[config.mk]
export PLATFORM = sky130hd
export DESIGN_NAME = pc_sequencer
export DESIGN_NICKNAME = d
export VERILOG_FILES = /design/src/rtl/pc_sequencer.sv
export SDC_FILE = /design/constraint.sdc
export NUM_CORES = 1
export LEC_CHECK = 0
export CORE_ASPECT_RATIO = 2
export CORE_UTILIZATION = 45
export DETAILED_ROUTE_END_ITERATION = 16
export GPL_TIMING_DRIVEN = 0
export PLACE_DENSITY = 0.77
export SYNTH_ARGS = -nofsm -noshare
export SYNTH_HDL_FRONTEND = slang
export SYNTH_SLANG_ARGS = --single-unit
[constraint.sdc]
create_clock -name clk_main -period 2.75 [get_ports clk_main]
set_input_delay 0.825 -clock clk_main [delete_from_list [all_inputs] [get_ports clk_main]]
set_output_delay 0.825 -clock clk_main [all_outputs]
set_load 0.02 [all_outputs]
[src/rtl/pc_sequencer.sv]
// rtl/pc_sequencer.sv - fetch/decode/execute sequencer driving PC select, ALU function and register write strobes
module pc_sequencer #(
  parameter int RETIRE_W = 8
) (
  input  logic                clk_main,
  input  logic                reset,
  input  logic                run,
  input  logic [15:0]         instr_in,
  input  logic                mem_ack,
  input  logic                zero_flag,
  input  logic                neg_flag,
  output logic                mem_req,
  output logic [1:0]          ps,
  output logic [3:0]          da,
  output logic [3:0]          sa,
  output logic [3:0]          sb,
  output logic [2:0]          fs,
  output logic                rf_we,
  output logic                halted,
  output logic [RETIRE_W-1:0] retired
);

  typedef enum logic [2:0] {
    S_IDLE    = 3'd0,
    S_FETCH   = 3'd1,
    S_DECODE  = 3'd2,
    S_EXECUTE = 3'd3,
    S_HALT    = 3'd4
  } state_t;

  typedef enum logic [2:0] {
    K_NOP  = 3'd0,
    K_ALU  = 3'd1,
    K_BRZ  = 3'd2,
    K_BRN  = 3'd3,
    K_JMP  = 3'd4,
    K_HALT = 3'd5
  } kind_t;

  localparam logic [1:0] PS_HOLD = 2'b00;
  localparam logic [1:0] PS_INC  = 2'b01;
  localparam logic [1:0] PS_REL  = 2'b10;
  localparam logic [1:0] PS_JMP  = 2'b11;

  state_t      state;
  state_t      state_next;
  kind_t       kind;
  logic [15:0] ir;

  // Reserved opcodes 8, C, D, E fall through to NOP.
  always_comb begin
    kind = K_NOP;
    case (ir[15:12])
      4'h1, 4'h2, 4'h3, 4'h4, 4'h5, 4'h6, 4'h7: kind = K_ALU;
      4'h9:    kind = K_BRZ;
      4'hA:    kind = K_BRN;
      4'hB:    kind = K_JMP;
      4'hF:    kind = K_HALT;
      default: kind = K_NOP;
    endcase
  end

  always_ff @(posedge clk_main or negedge reset) begin
    if (!reset) begin
      state <= S_IDLE;
    end else begin
      state <= state_next;
    end
  end

  always_ff @(posedge clk_main or negedge reset) begin
    if (!reset) begin
      ir <= 16'h0000;
    end else if (state == S_FETCH && mem_ack) begin
      ir <= instr_in;
    end
  end

  always_ff @(posedge clk_main or negedge reset) begin
    if (!reset) begin
      retired <= '0;
    end else if (state == S_EXECUTE && kind != K_HALT) begin
      retired <= retired + 1'b1;
    end
  end

  always_comb begin
    state_next = state;
    case (state)
      S_IDLE:    if (run) state_next = S_FETCH;
      S_FETCH:   if (mem_ack) state_next = S_DECODE;
      S_DECODE:  state_next = S_EXECUTE;
      S_EXECUTE: state_next = (kind == K_HALT) ? S_HALT : S_FETCH;
      S_HALT:    state_next = S_HALT;
      default:   state_next = S_IDLE;
    endcase
  end

  // Flags are looked at only here, so their value during DECODE never matters.
  always_comb begin
    ps    = PS_HOLD;
    rf_we = 1'b0;
    fs    = 3'b000;
    if (state == S_EXECUTE) begin
      case (kind)
        K_ALU: begin
          ps    = PS_INC;
          rf_we = 1'b1;
          fs    = ir[14:12];
        end
        K_BRZ:   ps = zero_flag ? PS_REL : PS_INC;
        K_BRN:   ps = neg_flag ? PS_REL : PS_INC;
        K_JMP:   ps = PS_JMP;
        K_HALT:  ps = PS_HOLD;
        default: ps = PS_INC;
      endcase
    end
  end

  assign mem_req = (state == S_FETCH);
  assign halted  = (state == S_HALT);
  assign da      = ir[11:8];
  assign sa      = ir[7:4];
  assign sb      = ir[3:0];

endmodule

==> metrics.cfg <==
[run_status]
status = complete, but fails checks
violations = setup timing

[cts]
clk_latency_ns = 0.27
cts_buffers = 3
clock-root-buffer = clkbuf_8
ctsLongestPathBuffers = 2
htreeDepth = 1
clock_sinks = 27
clk_pin_slew_ns = 0.09
tritoncts = done

[routing]
vias = 1170
wire_per_inst_um = 15.8
ant_nets = 0
viasPerCell = 5.42
drt_iter0_markers = 6
wl_met2_um = 1960
routed_wl_um = 3400
drcViolationCount = 0
highest_layer = met4
wl_met1_um = 1220
first_pass_iters = 2
wl_met3_um = 152

[floorplan]
core_area_mm2 = 0.00319
num_rows = 29
die_area_mm2 = 0.00360
die_h_um = 83.9
start_util_pct = 47.2
io_pins = 50
fp.dieW_um = 42.9

[place]
placed_area_mm2 = 0.00204
gp_congestion = 0.767
portBuffers = 49
place_inst = 207
hpwl_um = 2470

[timing]
finalHoldViolations = 0
timing.final.ws_setup_ns = -0.000519
report.final.slew_viol_count = 0
worst_pin_slew_ns = 0.623
rsz0062_at_grt = true
fin_setup_tns_ns = -0.000519
hold_ws_ns = 0.484
finalClockSkew_ns = 0.00155
min_period_over_period_pct = 100
finalSetupViolations = 1
post-route-min-period_ns = 2.75
fmax_ghz = 0.364
relSlewSlack_pct = 58.4

[layout]
multiInputGateArea_um2 = 724
seq_area_um2 = 677
final_cells = 216
antenna-diode-count = 0
final_common_cell = clkdlybuf4s50_1
stdcell_area_mm2 = 0.00215
layout_common_cells = clkdlybuf4s50_1 (40), dfrtp_1 (26), buf_4 (20)
syn_to_final_growth_pct = 42.6
drive_above_1_share_pct = 34.6
nets = 213
fillCellCount = 261

[worst_hold_path]
hp-class = reg -> reg

[logic_synthesis]
yosysWarningCount = 0
syn_area_mm2 = 0.00151
syn_nets = 154
synth_ff_type = dfrtp_1
synth_top_area_share_pct = 44.8
async_reset_ff_share_pct = 100
synth_largest_area_cell = dfrtp_1
synth.area.top_cells = dfrtp_1 (45%), mux2_4 (7.0%), buf_4 (6.5%)
seq_area_frac_synth_pct = 44.8
yosys_register_bits = 27
ys_types = 38
syn_area_per_cell_um2 = 11.9
synth_edf_count = 0
synthCells = 127

[setup_path]
critical_path_class = reg -> out
reg2regPathDepth = 6
critPathCapture = ps[0]
start_kind = register
critPathArrivalTime_ns = 1.93
r2r_start = ir[12]
worst-path-max-fanout = 6
endpoint_kind = output pin
rrSetupSlack_ns = 0.93
regToRegEndpoint = retired[1]
cp.required_ns = 1.93
cp-startpoint = ir[12]

[power_and_ir_drop]
power_density_mw_per_mm2 = 1200
p_leak_uw = 0.000959
vdd_drop_max_uv = 690

[global_route]
grt_max_degree = 28
grt_first_pass_wirelength_um = 5780
antenna_found_initial = 0
grt.overflow.total = 0
grt_usage_pct = 20.4
grt_pass1_vias = 1259

[flow_run]
drv_cap = 0

[flip-flops by register name (all words and copies together), names as in the netlist]
| register | count |
|---|---|
| ir | 16 |
| retired | 8 |
| state | 3 |
[logic make-up (layout without fill, tap and decap cells)]
group,Yosys count,count (layout),share of synthesized area [%]
buffers and inverters,20,78,10.3
AND/OR/NAND/NOR,36,36,14.2
AO/OA/AOI/OAI,15,15,8.22
adder cells (fa/ha/maj),5,5,4.15
multiplexers,17,17,14.3
flip-flops,27,27,44.8
XOR/XNOR,7,7,4.07
[metrics by stage]
step / setup slack (ns) / power (uW) / utilization, %
after floorplan: 0.400 / 1680 / -
after global placement: -0.585 / 2150 / 63.8
after detailed placement: -0.634 / 2200 / 63.8
after CTS: -0.0661 / 2510 / 66.7
after global routing: -0.0907 / 2740 / 67.3
final: -0.000519 / 2570 / 67.3
[timing repair]
item                                    in CTS  in global routing
gates resized for setup                     29                 13
hold buffers                                 0                  0
endpoints found under the hold margin        0                  0
buffers inserted                             3                  2
pin swaps                                    3                  5
endpoints found under the setup margin       6                  6
[cell usage after synthesis (all sizes together), types with 2 or more instances]
master	count
inv	2
nand2b	2
nor2	5
nor3b	2
buf	17
and3	5
mux2i	2
nand2	6
xnor2	6
nand4	3
and4	2
a21oi	2
and2	2
nand3	3
a2bb2oi	2
ha	5
o21ai	3
dfrtp	27
mux2	15
[report_power, final]
part	internal, uW	switching (uW)
clock	103	129
sequential	574	166
combinational	903	695
[layer usage]
| layer | vias up | track usage, % |
|---|---|---|
| li1 | 552 | - |
| met1 | 578 | 22.5 |
| met2 | 34 | 38.6 |
| met3 | 6 | 1.95 |
| met4 | 0 | 6.61 |
| met5 | - | 0 |
[worst max-delay path, cell delays in order, from the launching register on]
cell	delay [ns]
dfrtp_1	0.42
inv_2	0.09
ha_4	0.31
and2_4	0.14
a2bb2oi_2	0.12
o221ai_1	0.12
o31a_2	0.31
buf_6	0.13
[final cells by class]
class / instances / share of cell area [%]
Tap cell: 31 / 1.80
Clock inverter: 1 / 0.349
Sequential cell: 27 / 31.5
Inverter: 2 / 0.349
Timing Repair Buffer: 54 / 23.5
Multi-Input combinational cell: 80 / 33.7
Clock buffer: 3 / 1.92
Buffer: 18 / 6.87
[worst min-delay path by stage]
stage	start	end	cells after the start	slack (ns)
after global placement	retired[7]	retired[7]	1	0.47
final	retired[7]	retired[7]	1	0.48
after detailed placement	retired[7]	retired[7]	1	0.47
after global routing	retired[6]	retired[6]	1	0.53
after CTS	retired[7]	retired[7]	1	0.49
after floorplan	state[2]	state[1]	1	0.46
Note: power is estimated with default switching activity, not from simulation.
